[config.mk]
export PLATFORM = sky130hd
export DESIGN_NAME = pipelined_controller
export DESIGN_NICKNAME = d
export VERILOG_FILES = /design/src/rtl/pipelined_controller.sv
export SDC_FILE = /design/constraint.sdc
export NUM_CORES = 1
export LEC_CHECK = 0
export BUFFER_PORTS_ARGS = -buffer_cell sky130_fd_sc_hd__buf_2
export CAP_MARGIN = 10
export CORE_ASPECT_RATIO = 2
export CORE_MARGIN = 2
export CORE_UTILIZATION = 45
export CTS_CLUSTER_DIAMETER = 30
export DETAILED_ROUTE_END_ITERATION = 6
export PLACE_DENSITY = 0.69
export SLEW_MARGIN = 10
export SYNTH_ARGS = -nofsm -noshare
export SYNTH_HDL_FRONTEND = slang
export SYNTH_SLANG_ARGS = --single-unit
[constraint.sdc]
create_clock -name clk -period 4.9 [get_ports clk]
set_input_delay 0.245 -clock clk [delete_from_list [all_inputs] [get_ports clk]]
set_output_delay 0.245 -clock clk [all_outputs]
set_load 0.02 [all_outputs]
[src/rtl/pipelined_controller.sv]
// Control unit for the 5-stage RV32I pipeline: D-stage decode, D/E, E/M and M/W control
// registers, and the hazard unit (forwarding selects, RAW stalls, branch/jump flush).
`timescale 1ns / 1ps

module pipelined_controller #(
   parameter bit          ENABLE_FORWARDING = 1'b1,
   parameter int unsigned REG_ADDR_W        = 5,
   parameter int unsigned ALU_OP_W          = 5
) (
   input  logic                  clk,
   input  logic                  rst,
   input  logic [31:0]           inst_d,
   input  logic                  valid_d,
   input  logic                  br_taken_e,
   output logic [2:0]            imm_src_d,
   output logic                  illegal_d,
   output logic [ALU_OP_W-1:0]   alu_op_e,
   output logic                  sel_a_e,
   output logic                  sel_b_e,
   output logic [1:0]            fwd_a_e,
   output logic [1:0]            fwd_b_e,
   output logic                  pc_src_e,
   output logic                  mem_wr_m,
   output logic [2:0]            funct3_m,
   output logic                  reg_wr_w,
   output logic [1:0]            wb_sel_w,
   output logic [REG_ADDR_W-1:0] rd_w,
   output logic                  stall_f,
   output logic                  stall_d,
   output logic                  flush_d
);

   localparam logic [6:0] OpR      = 7'b0110011;
   localparam logic [6:0] OpI      = 7'b0010011;
   localparam logic [6:0] OpLoad   = 7'b0000011;
   localparam logic [6:0] OpStore  = 7'b0100011;
   localparam logic [6:0] OpBranch = 7'b1100011;
   localparam logic [6:0] OpJal    = 7'b1101111;
   localparam logic [6:0] OpJalr   = 7'b1100111;
   localparam logic [6:0] OpLui    = 7'b0110111;
   localparam logic [6:0] OpAuipc  = 7'b0010111;

   typedef struct packed {
      logic                  valid;
      logic                  reg_wr;
      logic                  mem_wr;
      logic                  branch;
      logic                  jump;
      logic                  is_load;
      logic                  sel_a;
      logic                  sel_b;
      logic [1:0]            wb_sel;
      logic [2:0]            funct3;
      logic [ALU_OP_W-1:0]   alu_op;
      logic [REG_ADDR_W-1:0] rd;
      logic [REG_ADDR_W-1:0] rs1;
      logic [REG_ADDR_W-1:0] rs2;
   } ctrl_t;

   typedef struct packed {
      logic                  valid;
      logic                  reg_wr;
      logic                  mem_wr;
      logic [1:0]            wb_sel;
      logic [2:0]            funct3;
      logic [REG_ADDR_W-1:0] rd;
   } mctrl_t;

   typedef struct packed {
      logic                  valid;
      logic                  reg_wr;
      logic [1:0]            wb_sel;
      logic [REG_ADDR_W-1:0] rd;
   } wctrl_t;

   function automatic logic [ALU_OP_W-1:0] alu_dec(input logic [2:0] f3, input logic alt);
      case (f3)
         3'b000:  return alt ? ALU_OP_W'(1) : ALU_OP_W'(0);
         3'b001:  return ALU_OP_W'(2);
         3'b010:  return ALU_OP_W'(3);
         3'b011:  return ALU_OP_W'(4);
         3'b100:  return ALU_OP_W'(5);
         3'b101:  return alt ? ALU_OP_W'(7) : ALU_OP_W'(6);
         3'b110:  return ALU_OP_W'(8);
         default: return ALU_OP_W'(9);
      endcase
   endfunction

   // Source fields are zeroed when unused, so an unused field can never match a nonzero rd.
   function automatic logic hits(input logic v, input logic wr, input logic [REG_ADDR_W-1:0] rd,
                                 input logic [REG_ADDR_W-1:0] rs1,
                                 input logic [REG_ADDR_W-1:0] rs2);
      return v & wr & (rd != '0) & ((rd == rs1) | (rd == rs2));
   endfunction

   function automatic logic [1:0] fwd_sel(input logic [REG_ADDR_W-1:0] rs, input mctrl_t m,
                                          input wctrl_t w);
      if (m.valid && m.reg_wr && m.rd != '0 && m.rd == rs) return 2'b10;
      if (w.valid && w.reg_wr && w.rd != '0 && w.rd == rs) return 2'b01;
      return 2'b00;
   endfunction

   ctrl_t      ctrl_d, ctrl_e;
   mctrl_t     ctrl_m;
   wctrl_t     ctrl_w;
   logic [6:0] opcode;
   logic [2:0] f3;
   logic       known, use_rs1, use_rs2, live_d;
   logic       load_use, raw_any, stall_raw, flush_e;
   logic       unused_inst;

   assign opcode      = inst_d[6:0];
   assign f3          = inst_d[14:12];
   assign live_d      = valid_d & ~rst;
   assign unused_inst = ^inst_d;

   always_comb begin
      ctrl_d    = '0;
      imm_src_d = 3'b000;
      known     = 1'b1;
      use_rs1   = 1'b0;
      use_rs2   = 1'b0;
      case (opcode)
         OpR: begin
            ctrl_d.reg_wr = 1'b1; ctrl_d.sel_a = 1'b1; ctrl_d.wb_sel = 2'b01;
            ctrl_d.alu_op = alu_dec(f3, inst_d[30]);
            use_rs1 = 1'b1; use_rs2 = 1'b1;
         end
         OpI: begin
            ctrl_d.reg_wr = 1'b1; ctrl_d.sel_a = 1'b1; ctrl_d.sel_b = 1'b1; ctrl_d.wb_sel = 2'b01;
            ctrl_d.alu_op = alu_dec(f3, inst_d[30] & (f3 == 3'b101));
            use_rs1 = 1'b1;
         end
         OpLoad: begin
            ctrl_d.reg_wr = 1'b1; ctrl_d.is_load = 1'b1; ctrl_d.sel_a = 1'b1; ctrl_d.sel_b = 1'b1;
            ctrl_d.wb_sel = 2'b10; ctrl_d.funct3 = f3;
            use_rs1 = 1'b1;
         end
         OpStore: begin
            ctrl_d.mem_wr = 1'b1; ctrl_d.sel_a = 1'b1; ctrl_d.sel_b = 1'b1; ctrl_d.funct3 = f3;
            imm_src_d = 3'b001; use_rs1 = 1'b1; use_rs2 = 1'b1;
         end
         OpBranch: begin
            // ALU forms the PC-relative target; the comparator is outside this block.
            ctrl_d.branch = 1'b1; ctrl_d.sel_b = 1'b1;
            imm_src_d = 3'b010; use_rs1 = 1'b1; use_rs2 = 1'b1;
         end
         OpJal: begin
            ctrl_d.reg_wr = 1'b1; ctrl_d.jump = 1'b1; ctrl_d.sel_b = 1'b1;
            imm_src_d = 3'b011;
         end
         OpJalr: begin
            ctrl_d.reg_wr = 1'b1; ctrl_d.jump = 1'b1; ctrl_d.sel_a = 1'b1; ctrl_d.sel_b = 1'b1;
            use_rs1 = 1'b1;
         end
         OpLui: begin
            ctrl_d.reg_wr = 1'b1; ctrl_d.sel_b = 1'b1; ctrl_d.wb_sel = 2'b01;
            ctrl_d.alu_op = ALU_OP_W'(10); imm_src_d = 3'b100;
         end
         OpAuipc: begin
            ctrl_d.reg_wr = 1'b1; ctrl_d.sel_b = 1'b1; ctrl_d.wb_sel = 2'b01; imm_src_d = 3'b100;
         end
         default: known = 1'b0;
      endcase
      ctrl_d.rd  = ctrl_d.reg_wr ? inst_d[7 +: REG_ADDR_W] : '0;
      ctrl_d.rs1 = use_rs1 ? inst_d[15 +: REG_ADDR_W] : '0;
      ctrl_d.rs2 = use_rs2 ? inst_d[20 +: REG_ADDR_W] : '0;
      if (!live_d || !known) begin
         ctrl_d    = '0;
         imm_src_d = 3'b000;
      end else begin
         ctrl_d.valid = 1'b1;
      end
   end

   assign illegal_d = live_d & ~known;

   always_comb begin
      load_use  = ctrl_e.is_load & hits(ctrl_e.valid, ctrl_e.reg_wr, ctrl_e.rd, ctrl_d.rs1,
                                        ctrl_d.rs2);
      // No write-through in the register file, so a W-stage writer still blocks D.
      raw_any   = hits(ctrl_e.valid, ctrl_e.reg_wr, ctrl_e.rd, ctrl_d.rs1, ctrl_d.rs2) |
                  hits(ctrl_m.valid, ctrl_m.reg_wr, ctrl_m.rd, ctrl_d.rs1, ctrl_d.rs2) |
                  hits(ctrl_w.valid, ctrl_w.reg_wr, ctrl_w.rd, ctrl_d.rs1, ctrl_d.rs2);
      stall_raw = ENABLE_FORWARDING ? load_use : raw_any;
      pc_src_e  = ctrl_e.valid & (ctrl_e.jump | (ctrl_e.branch & br_taken_e));
      stall_f   = stall_raw & ~pc_src_e;
      stall_d   = stall_raw & ~pc_src_e;
      flush_d   = pc_src_e;
      flush_e   = pc_src_e | stall_raw;
      fwd_a_e   = ENABLE_FORWARDING ? fwd_sel(ctrl_e.rs1, ctrl_m, ctrl_w) : 2'b00;
      fwd_b_e   = ENABLE_FORWARDING ? fwd_sel(ctrl_e.rs2, ctrl_m, ctrl_w) : 2'b00;
   end

   always_ff @(posedge clk) begin
      if (rst) begin
         ctrl_e <= '0;
         ctrl_m <= '0;
         ctrl_w <= '0;
      end else begin
         ctrl_e <= flush_e ? '0 : ctrl_d;
         ctrl_m <= '{valid: ctrl_e.valid, reg_wr: ctrl_e.reg_wr, mem_wr: ctrl_e.mem_wr,
                     wb_sel: ctrl_e.wb_sel, funct3: ctrl_e.funct3, rd: ctrl_e.rd};
         ctrl_w <= '{valid: ctrl_m.valid, reg_wr: ctrl_m.reg_wr, wb_sel: ctrl_m.wb_sel,
                     rd: ctrl_m.rd};
      end
   end

   assign alu_op_e = ctrl_e.alu_op;
   assign sel_a_e  = ctrl_e.sel_a;
   assign sel_b_e  = ctrl_e.sel_b;
   assign mem_wr_m = ctrl_m.mem_wr;
   assign funct3_m = ctrl_m.funct3;
   assign reg_wr_w = ctrl_w.reg_wr;
   assign wb_sel_w = ctrl_w.wb_sel;
   assign rd_w     = ctrl_w.rd;

endmodule

Yosys cells after proc, flatten, opt, wreduce, memory -nomap -nowiden

Index checks and enable logic that the tools add are counted.

Word-level logic and storage cells: 130
Register bits: 55
Output and inout port bits: 31

Bitwise logic cells: 18
Muxes and demuxes: 38
Reduce and logical (&&, ||, !) cells: 29
Eq/ne operators: 21

Operators with widths:

| cell                 | number |
|---|---|
| $pmux W4 S7          | 2 |
| $eq A5 B5 Y1         | 6 |
| $eq A7 B6 Y1 const B | 3 |
| $eq A7 B7 Y1 const B | 3 |
| $mux W1              | 21 |
| $mux W2              | 8 |
| $reduce_bool A5 Y1   | 3 |
| $eq A7 B5 Y1 const B | 2 |
| $pmux W3 S4          | 1 |
| $pmux W4 S3          | 1 |
| $reduce_or A4 Y1     | 3 |
| $and A1 B1 Y1        | 10 |
| $mux W10             | 1 |
| $mux W5              | 2 |
| $eq A3 B3 Y1 const B | 3 |
| $reduce_or A9 Y1     | 1 |
| $logic_and A1 B1 Y1  | 8 |
| $reduce_or A2 Y1     | 4 |
| $reduce_or A8 Y1     | 1 |
| $eq A7 B2 Y1 const B | 1 |
| $reduce_or A7 Y1     | 1 |
| $eq A3 B2 Y1 const B | 2 |
| $reduce_or A3 Y1     | 2 |
| $reduce_or A6 Y1     | 1 |
| 9 further kinds      | 16 |

Depth between registers and ports, before layout

Gate-level depths: netlist of the first run.

Depth in word-level cells: 12
Mapped depth: 9
Gate-level depth less buffers: 6

Least setup slack after synthesis of the first run

Ideal clock, no wire load.

Path type: input-to-output
Start: input rst
End: output stall_f
Buffers on the path: 3
Required time: 4.655 ns
Arrival time: 2.128 ns
Path slack: 2.527 ns
Stages: 8
Path through: buf_2 nand4b_1 a211oi_4 a31oi_4 nor4_4 buf_6 o21a_1 buf_4

Cells in the longest elaborated chain, start to end: 10
Elaborated cells between the ends (all ways): 11
Classes of those cells: eq/ne (2); mux (1); bitwise (6); reduce/logical (2)

RTL lines:

| what                   | line | RTL |
|---|---|---|
| start: declaration     | 11   | `input logic rst,` |
| $not A1 Y1 (*)         | 114  | `assign live_d = valid_d & ~rst;` |
| $and A1 B1 Y1 (*)      | 114  |  |
| $logic_not A1 Y1 (*)   | 168  | `if (!live_d \|\| !known) begin` |
| $logic_or A1 B1 Y1 (*) | 168  |  |
| $mux W10 (*)           | 168  |  |
| $eq A5 B5 Y1           | n/a  |  |
| $or A1 B1 Y1 (*)       | n/a  |  |
| $and A1 B1 Y1 (*)      | n/a  |  |
| $and A1 B1 Y1 (*)      | 179  | `load_use = ctrl_e.is_load & hits(ctrl_e.valid, ctrl_e.reg_wr, ctrl_e.rd, ctrl_d.rs1,` |
| $and A1 B1 Y1 (*)      | n/a  |  |
| end: declaration       | 28   | `output logic stall_f,` |

Mark *: on every way between the ends. The rest lies on a longest branch, timed or not.

Final worst setup path of the first run

Start: input rst
End: output stall_d

Cells in the longest elaborated chain, start to end: 10
Elaborated cells between the ends (all ways): 11
Classes of those cells: eq/ne (2); mux (1); bitwise (6); reduce/logical (2)

RTL lines:

| what                   | line | RTL |
|---|---|---|
| $not A1 Y1 (*)         | 114  |  |
| $and A1 B1 Y1 (*)      | 114  |  |
| $logic_not A1 Y1 (*)   | 168  |  |
| $logic_or A1 B1 Y1 (*) | 168  |  |
| $mux W10 (*)           | 168  |  |
| $eq A5 B5 Y1           | n/a  |  |
| $or A1 B1 Y1 (*)       | n/a  |  |
| $and A1 B1 Y1 (*)      | n/a  |  |
| $and A1 B1 Y1 (*)      | 179  |  |
| $and A1 B1 Y1 (*)      | 188  | `stall_d = stall_raw & ~pc_src_e;` |
| end: declaration       | 29   | `output logic stall_d,` |

Marked as above.

==> results.sh, run 1 <==
export IMPL_hpwl_um=4893
export IMPL_maxCapViolCount=0
export IMPL_ys_seq_elements=54
export IMPL_crit_fanout=37
export IMPL_slew_headroom=0.3814
export IMPL_start_util=0.4600
export IMPL_mappedNetlistArea_um2=2855
export IMPL_timing_worst_setup_path_type="in -> out"
export IMPL_routed_wirelength_um=6384
export IMPL_ys_warn_count=0
export IMPL_drt_pass1_iterations=4
export IMPL_worst_slew_pin_slew_ps=920.9
export IMPL_synthCells=303
export IMPL_ctsHoldBuffers=0
export IMPL_power_per_cell_area_nw_per_um2=267.4
export IMPL_clock_latency_ps=290
export IMPL_place_congestion=0.9051
export IMPL_rsz0062_at_grt="no"
export IMPL_cp_arrival_ps=2750
export IMPL_dieArea_um2=7037
export IMPL_core_area_um2=6207
export IMPL_drive_gt1_frac=0.2743
export IMPL_cts_resized_gates=0
export IMPL_grt_pass1_vias=2177
export IMPL_cts_setup_buffers=0
export IMPL_status="complete, no violations"
export IMPL_cellLeakagePower_uw=0.001383
export IMPL_min_path_type="in -> reg"
export IMPL_hold_viol=0
export IMPL_drtIter0Drc=141
export IMPL_post_place_ws_ps=1905
export IMPL_synth_top_area_frac=0.3786
export IMPL_yosysMostFrequentCell="dfxtp_1"
export IMPL_cts_inserted_buffers=5
export IMPL_fin_crit_sh=0.6116
export IMPL_slew_violations=0
export IMPL_fin_ws_ps=1903
export IMPL_synth_nets=339
export IMPL_stdcell_count=425
export IMPL_synth_top_area_cell="dfxtp_1"
export IMPL_path_clk_slew_ps=70
export IMPL_min_period_ps=2997
export IMPL_final_nets=374
export IMPL_critPathRequiredTime_ps=4660
export IMPL_htreeDepth=2
export IMPL_cts_tree="yes"
export IMPL_ys_flop_type="dfxtp_1"
export IMPL_clock_sinks=54
export IMPL_synth_common_cells="dfxtp_1 (54), nor2b_1 (20), buf_4 (19), nor3_1 (19)"
export IMPL_ys_top_cells_by_area="dfxtp_1 (38%), buf_4 (5.0%), nor2b_1 (4.4%)"
export IMPL_drtAntennaViolNets=0
export IMPL_grt_overflow_total=0
export IMPL_endpoint_kind="output pin"
export IMPL_max_freq_mhz=333.7
export IMPL_synth_edf_count=0
export IMPL_avgSynthCellArea_um2=9.423
export IMPL_diodes=0
export IMPL_cts_buffer_depth=2
export IMPL_dp_cells=417
export IMPL_drc=0
export IMPL_ys_async_sr_fraction=0
export IMPL_cts_root_buffer="clkbuf_16"
export IMPL_finalSetupViolCount=0
export IMPL_num_vias=2322
export IMPL_fin_area_um2=3206
export IMPL_io_buffers=59
export IMPL_fin_setup_tns_ps=0
export IMPL_grt_max_degree=38
export IMPL_ir_worst_vdd_mv=0.1816
export IMPL_viasPerCell=5.464
export IMPL_wl_per_cell_um=15.02
export IMPL_ys_types=55
export IMPL_die_x_um=60.33
export IMPL_place_area_um2=3049
export IMPL_grt_pass1_wl_um=10760
export IMPL_antenna_found_initial=0
export IMPL_startpoint_type="input pin"
export IMPL_fin_skew_ps=3.148
export IMPL_grt_use_total=0.2000
export IMPL_synth_seq_area_share=0.3786
export IMPL_io_pins=67
export IMPL_rows=41
export IMPL_syn_to_final_growth_pct=12.27
export IMPL_die_y_um=116.7
## per-layer routing
metal,GRT usage,up-vias,wire length [um]
li1,-,1139,-
met1,0.2555,1092,2611
met2,0.3370,85,3350
met3,0.03544,6,361
met4,0.05778,0,61
met5,0,-,0
## worst max-delay path: stages
cell and delay, ps:
buf_2 280, nand4b_1 430, a211oi_4 490, a31oi_4 190
nor4_4 510, buf_4 300, o21a_1 140, buf_2 160
## report_power, final
part | switching [uW] | total (uW) | internal [uW]
sequential | 1.13 | 441 | 440
clock | 152 | 357 | 205
combinational | 36.4 | 59.8 | 23.4
total | 189 | 857 | 668
## path summary, 6_finish.rpt
check / startpoint / end / slack (ps) / cells after the start
min: inst_d[9] / ctrl_e[12]$_SDFF_PP0_ / 190 / 3
max reg2reg: ctrl_e[29]$_SDFF_PP0_ / ctrl_e[24]$_SDFF_PP0_ / 2410 / 5
min reg2reg: ctrl_e[23]$_SDFF_PP0_ / ctrl_m[8]$_SDFF_PP0_ / 440 / 1
max: rst / stall_d / 1900 / 8
## flip-flops by register name (all words and copies together) (netlist names)
| signal | count |
|---|---|
| ctrl_e | 26 |
| wb_sel_w | 2 |
| reg_wr_w | 1 |
| alu_op_e | 4 |
| sel_b_e | 1 |
| rd_w | 5 |
| ctrl_m | 9 |
| sel_a_e | 1 |
| mem_wr_m | 1 |
| funct3_m | 3 |
| ctrl_w | 1 |
## cell usage in the layout (no fill, tap or decap), types with 3 or more instances in the layout
cell and n:
a21oi_1 9, a31oi_1 3, and3_1 3, and4b_1 3, buf_2 59, clkbuf_16 5, dfxtp_1 54, inv_1 9
nand2_1 14, nand2b_1 5, nand3_1 11, nand4_1 6, nand4b_1 10, nor2_1 11, nor2b_1 20, nor3_1 19
nor3_2 7, nor4_1 8, nor4_4 3, o21ai_0 5, or4_1 8, xnor2_1 10, xor2_1 14
## stage by stage
step	hold slack (ps)	util	total power [uW]
detailed placement	427.2	0.4912	509.9
global route	205.0	0.5164	889.6
finish	186.9	0.5164	857.2
floorplan	375.7	-	487.2
CTS	183.2	0.5164	863.2
global placement	428.2	0.4912	508.1
## layout make-up
class                   instances  area [um2]
clock buffers                   6       138.9
clock inverters                 2       17.52
fillers                       583        3002
inverters                       9       33.78
multi-input cells             207        1516
flip-flops and latches         54        1081
well taps                      86       107.6
repair buffers                 61       310.3
## cells by family after synthesis
group           Yosys count  share of synthesized area
simple gates            144                     0.3479
flops                    54                     0.3786
buf+inv                  42                    0.09027
compound gates           36                     0.1012
xor+xnor                 24                    0.07362
mux                       2                   0.007012
other cells               1                   0.001313
(Power assumes the default switching activity.)
==> run 2: changes to the inputs <==
==> constraint.sdc (replaced) <==
create_clock -name clk -period 3.05 [get_ports clk]
set_input_delay 0.1525 -clock clk [delete_from_list [all_inputs] [get_ports clk]]
set_output_delay 0.1525 -clock clk [all_outputs]
set_load 0.02 [all_outputs]
==> run 2 against run 1 <==
Clock power rose by 63%; total power grew 62%; cell count up 1.2%; first-iteration DRC count decreased by 55%; die area unchanged; largest power group unchanged; combinational power increased by 62%.
==> results.sh, run 2 (synthesis gave the netlist of run 1 again) <==
export IMPL_routed_wirelength_um=6516
export IMPL_cp_arrival_ps=2400
export IMPL_num_vias=2359
export IMPL_final_common_cell="buf_2"
export IMPL_slew_violations=0
export IMPL_pwr_share_comb=0.070
export IMPL_cts_buffer_depth=2
export IMPL_power_share_clock=0.419
export IMPL_slew_headroom=0.5019
export IMPL_max_freq_mhz=392.3
export IMPL_p_sw_uw=312.6
export IMPL_switching_share=0.2254
export IMPL_grt_pass1_wl_um=10670
export IMPL_worst_hold_slack_ps=83.74
export IMPL_grt_use_total=0.2029
export IMPL_clock_sinks=54
export IMPL_hold_viol=0
export IMPL_ir_worst_vdd_mv=0.3908
export IMPL_io_buffers=59
export IMPL_final_cell_mix="buf_2 (59), dfxtp_1 (54), nor2b_1 (20)"
export IMPL_grt_overflow_total=0
export IMPL_diodes=0
export IMPL_min_path_type="in -> reg"
export IMPL_viasPerCell=5.486
export IMPL_min_period_ps=2549
export IMPL_drc=0
export IMPL_internal_power_uw=1074
export IMPL_cts_inserted_buffers=5
export IMPL_drt_pass1_iterations=4
export IMPL_start_util=0.4600
export IMPL_fin_skew_ps=3.658
export IMPL_wl_per_cell_um=15.15
export IMPL_drive_gt1_frac=0.2849
export IMPL_cts_root_buffer="clkbuf_16"
export IMPL_grt_max_degree=35
export IMPL_largest_register="ctrl_e"
export IMPL_dieArea_um2=7037
export IMPL_ctsHoldBuffers=0
export IMPL_final_nets=379
export IMPL_worst_slew_pin_slew_ps=746.4
export IMPL_largest_register_ffs=26
export IMPL_cellLeakagePower_uw=0.001409
export IMPL_rsz0062_at_grt="no"
export IMPL_path_clk_slew_ps=70
export IMPL_syn_to_final_growth_pct=13.58
export IMPL_die_x_um=60.33
export IMPL_place_congestion=0.9049
export IMPL_rrSetupSlack_ps=780
export IMPL_fin_setup_tns_ps=0
export IMPL_core_area_um2=6207
export IMPL_endpoint_kind="output pin"
export IMPL_antenna_found_initial=0
export IMPL_htreeDepth=2
export IMPL_startpoint_type="flip-flop"
export IMPL_timing_worst_setup_path_type="reg -> out"
export IMPL_cts_tree="yes"
export IMPL_fin_crit_sh=0.8358
export IMPL_drtAntennaViolNets=0
export IMPL_io_pins=67
export IMPL_crit_fanout=9
export IMPL_seq_power_share=0.511
export IMPL_cts_setup_buffers=0
export IMPL_drtIter0Drc=64
export IMPL_cts_resized_gates=0
export IMPL_critPathRequiredTime_ps=2900
export IMPL_clock_latency_ps=300
export IMPL_rows=41
export IMPL_finalSetupViolCount=0
export IMPL_maxCapViolCount=0
export IMPL_power_per_cell_area_nw_per_um2=427.6
export IMPL_hpwl_um=5027
export IMPL_status="complete, no violations"
export IMPL_grt_pass1_vias=2255
export IMPL_die_y_um=116.7
run 2: cell count changes in the layout (fill, tap and decap cells not counted):
cell / previous run / this run
buf_4: 2 / 7
run 2: area by class of cell:
type | instances | area (um2)
Fill cell | 599 | 2964
Multi-Input combinational cell | 207 | 1516
Sequential cell | 54 | 1081
Timing Repair Buffer | 66 | 347.8
Clock buffer | 6 | 138.9
Tap cell | 86 | 107.6
Inverter | 9 | 33.78
Clock inverter | 2 | 17.52
run 2: worst paths after layout:
check	startpoint	endpoint	cells past startpoint
worst max register to register	ctrl_e[10]$_SDFF_PP0_	ctrl_e[22]$_SDFF_PP0_	6
worst max-delay path	ctrl_e[10]$_SDFF_PP0_	stall_f	6
worst min-delay path	inst_d[11]	ctrl_e[14]$_SDFF_PP0_	3
worst min register to register	ctrl_m[8]$_SDFF_PP0_	wb_sel_w[0]$_SDFF_PP0_	1
run 2: per-layer routing:
metal | routed length (um) | share of wire | vias up | GRT usage
met5 | 0 | 0 | - | 0
met2 | 3414 | 0.52 | 69 | 0.3536
met3 | 284 | 0.044 | 11 | 0.04097
met4 | 131 | 0.020 | 0 | 0.07407
met1 | 2686 | 0.41 | 1133 | 0.2378
li1 | - | - | 1146 | -
run 2: power groups by stage:
stage / logic (uW) / registers [uW] / clock network (uW)
finish: 97.0 / 708 / 582
global route: 106 / 708 / 624
CTS: 96.1 / 708 / 596
detailed placement: 95.5 / 724 / 0
global placement: 92.7 / 724 / 0
floorplan: 58.9 / 724 / 0
run 2: through the flow:
stage | instance area, um2 | util | setup WS [ps] | total power [uW] | std cells
3_5_place_dp | 3087 | 0.4973 | 648.7 | 820.0 | 422
5_1_grt | 3243 | 0.5225 | 295.9 | 1438 | 430
6_report | 3243 | 0.5225 | 500.8 | 1387 | 430
3_3_place_gp | 3087 | 0.4973 | 691.9 | 817.1 | 422
4_1_cts | 3243 | 0.5225 | 506.8 | 1400 | 430
2_1_floorplan | 2855 | - | 862.4 | 782.8 | 303
run 2: worst max-delay path, stage by stage, from the launching register on:
cell and delay [ps]:
dfxtp_1 380, nor4_1 480, nor2b_2 270, a31oi_4 60, nor4_4 540, o21a_1 200
buf_2 160
==> run 3: changes to the inputs <==
--- a/config.mk
+++ b/config.mk
@@ -12,7 +12,7 @@
 export CORE_UTILIZATION = 45
 export CTS_CLUSTER_DIAMETER = 30
 export DETAILED_ROUTE_END_ITERATION = 6
-export PLACE_DENSITY = 0.69
+export PLACE_DENSITY = 0.71
 export SLEW_MARGIN = 10
 export SYNTH_ARGS = -nofsm -noshare
 export SYNTH_HDL_FRONTEND = slang
==> constraint.sdc (replaced) <==
create_clock -name clk -period 2.3 [get_ports clk]
set_input_delay 0.115 -clock clk [delete_from_list [all_inputs] [get_ports clk]]
set_output_delay 0.115 -clock clk [all_outputs]
set_load 0.02 [all_outputs]
==> run 3 against run 2 <==
Via count grew 3.3%; global-route usage shrank 0.26 points; sequential share of layout area shrank 1.0 points; die area is the same; critical path type unchanged; critical endpoint is now fwd_b_e[0].
==> results.sh, run 3 (synthesis gave the netlist of run 1 again) <==
export IMPL_maxCapViolCount=0
export IMPL_ctsHoldBuffers=0
export IMPL_largest_register="ctrl_e"
export IMPL_critPathRequiredTime_ps=2180
export IMPL_hold_viol=0
export IMPL_final_nets=390
export IMPL_num_fill_cells=584
export IMPL_grt_max_degree=35
export IMPL_path_clk_slew_ps=70
export IMPL_power_share_clock=0.414
export IMPL_pwr_share_comb=0.074
export IMPL_crit_fanout=4
export IMPL_dieArea_um2=7037
export IMPL_post_route_util=0.5392
export IMPL_fin_area_um2=3347
export IMPL_antenna_found_initial=0
export IMPL_io_pins=67
export IMPL_slew_violations=0
export IMPL_grt_pass1_vias=2287
export IMPL_cp_top_family="simple AND/OR/NAND/NOR gates"
export IMPL_min_path_type="in -> reg"
export IMPL_startpoint_type="flip-flop"
export IMPL_routed_wirelength_um=6746
export IMPL_clock_latency_ps=290
export IMPL_p_sw_uw=431.0
export IMPL_switching_share=0.2348
export IMPL_rsz0062_at_grt="no"
export IMPL_drt_pass1_iterations=4
export IMPL_cts_root_buffer="clkbuf_16"
export IMPL_ir_worst_vdd_mv=0.5196
export IMPL_cts_inserted_buffers=5
export IMPL_cp_arrival_ps=2060
export IMPL_syn_to_final_growth_pct=17.22
export IMPL_rrSetupSlack_ps=230
export IMPL_place_area_um2=3139
export IMPL_place_congestion=0.9074
export IMPL_stdcell_count=441
export IMPL_viasPerCell=5.524
export IMPL_cp_num_buf_inv=1
export IMPL_seq_power_share=0.512
export IMPL_fin_skew_ps=7.437
export IMPL_cp_common_cell="or4_1"
export IMPL_cp_slowest_cell="or4_1"
export IMPL_worst_slew_pin_slew_ps=746.2
export IMPL_worst_hold_slack_ps=53.71
export IMPL_timing_worst_setup_path_type="reg -> out"
export IMPL_finalSetupViolCount=0
export IMPL_rows=41
export IMPL_crit_chain="or4_1, o211ai_1, or4_1, nor4_1, buf_2"
export IMPL_drive_gt1_frac=0.3155
export IMPL_die_x_um=60.33
export IMPL_htreeDepth=2
export IMPL_cts_buffer_depth=2
export IMPL_multi_input_area_um2=1538
export IMPL_cts_tree="yes"
export IMPL_slew_headroom=0.5020
export IMPL_worstHoldPathCells=3
export IMPL_power_per_cell_area_nw_per_um2=548.4
export IMPL_die_y_um=116.7
export IMPL_grt_overflow_total=0
export IMPL_final_common_cell="buf_2"
export IMPL_drtAntennaViolNets=0
export IMPL_hpwl_um=5124
export IMPL_ff_latch_area_um2=1082
export IMPL_final_cell_mix="buf_2 (59), dfxtp_1 (53), nor2b_1 (20)"
export IMPL_min_period_ps=2171
export IMPL_status="complete, no violations"
export IMPL_wl_per_cell_um=15.30
export IMPL_reg2reg_to="ctrl_e[24]$_SDFF_PP0_"
export IMPL_grt_pass1_wl_um=10710
export IMPL_dp_cells=429
export IMPL_hold_start="inst_d[7]"
export IMPL_min_to="ctrl_e[10]$_SDFF_PP0_"
export IMPL_fin_setup_tns_ps=0
export IMPL_reg2reg_depth=8
export IMPL_drc=0
export IMPL_clock_sinks=54
export IMPL_cellLeakagePower_uw=0.001467
export IMPL_fin_crit_sh=0.9441
export IMPL_diodes=0
export IMPL_max_stage_delay_ps=530
export IMPL_r2r_start="ctrl_e[12]$_SDFF_PP0_"
export IMPL_endpoint_kind="output pin"
export IMPL_max_freq_mhz=460.5
export IMPL_drtIter0Drc=88
export IMPL_internal_power_uw=1404
export IMPL_grt_use_total=0.2003
export IMPL_core_area_um2=6207
export IMPL_largest_register_ffs=26
export IMPL_io_buffers=59
export IMPL_num_vias=2436
export IMPL_start_util=0.4600
[run 3: changes by cell type in the layout (fill, tap and decap cells not counted), sizes merged]
| cell | previous run | this run |
|---|---|---|
| buf | 66 | 77 |
| inv | 9 | 11 |
| clkbuf | 6 | 5 |
| clkinv | 2 | 1 |
[run 3: worst reg2reg max path: stages, from the launching register on]
cell	delay (ps)
dfxtp_1	400
nor4_2	320
nor2b_2	240
a31oi_4	70
nor4_4	410
buf_4	200
buf_4	120
nor4_1	40
buf_4	180
[run 3: through the flow]
stage | worst slack [ps] | total power (uW)
after floorplan | 187.4 | 1038
after global placement | 158.6 | 1087
after detailed placement | 146.8 | 1092
after CTS | 23.96 | 1849
after global routing | 1.814 | 1907
final | 128.7 | 1835
[run 3: layer usage]
metal,wire length [um],track usage,vias to the layer above
li1,-,-,1171
met1,2655,0.2358,1158
met2,3508,0.3370,95
met3,404,0.04540,12
met4,177,0.08889,0
met5,0,0,-
[run 3: power by group through the flow]
stage               registers, uW  clock network [uW]  logic, uW
detailed placement            961                   0        131
global route                  939                 821        147
floorplan                     960                   0       78.0
global placement              961                   0        126
CTS                           939                 778        132
finish                        939                 761        136
[run 3: area by class of cell]
type	count	share of cell area
Multi-Input combinational cell	207	0.4594
Clock inverter	3	0.007850
Timing Repair Buffer	77	0.1297
Sequential cell	54	0.3234
Tap cell	86	0.03215
Clock buffer	5	0.03738
Inverter	9	0.01009
[run 3: worst max path at each step]
stage	start	end	slack [ps]	cells past startpoint
after global routing	ctrl_m[1]$_SDFF_PP0_	fwd_a_e[0]	2	5
final	rd_w[1]$_SDFF_PP0_	fwd_b_e[0]	130	5
after detailed placement	inst_d[2]	ctrl_e[24]$_SDFF_PP0_	150	8
after global placement	inst_d[2]	ctrl_e[24]$_SDFF_PP0_	160	8
after floorplan	rst	stall_f	190	8
after CTS	ctrl_e[10]$_SDFF_PP0_	stall_f	20	8
[run 3: what timing repair did]
action,in CTS,in global routing
buffers inserted,0,4
gates resized for setup,0,5
endpoints found under the setup margin,0,3
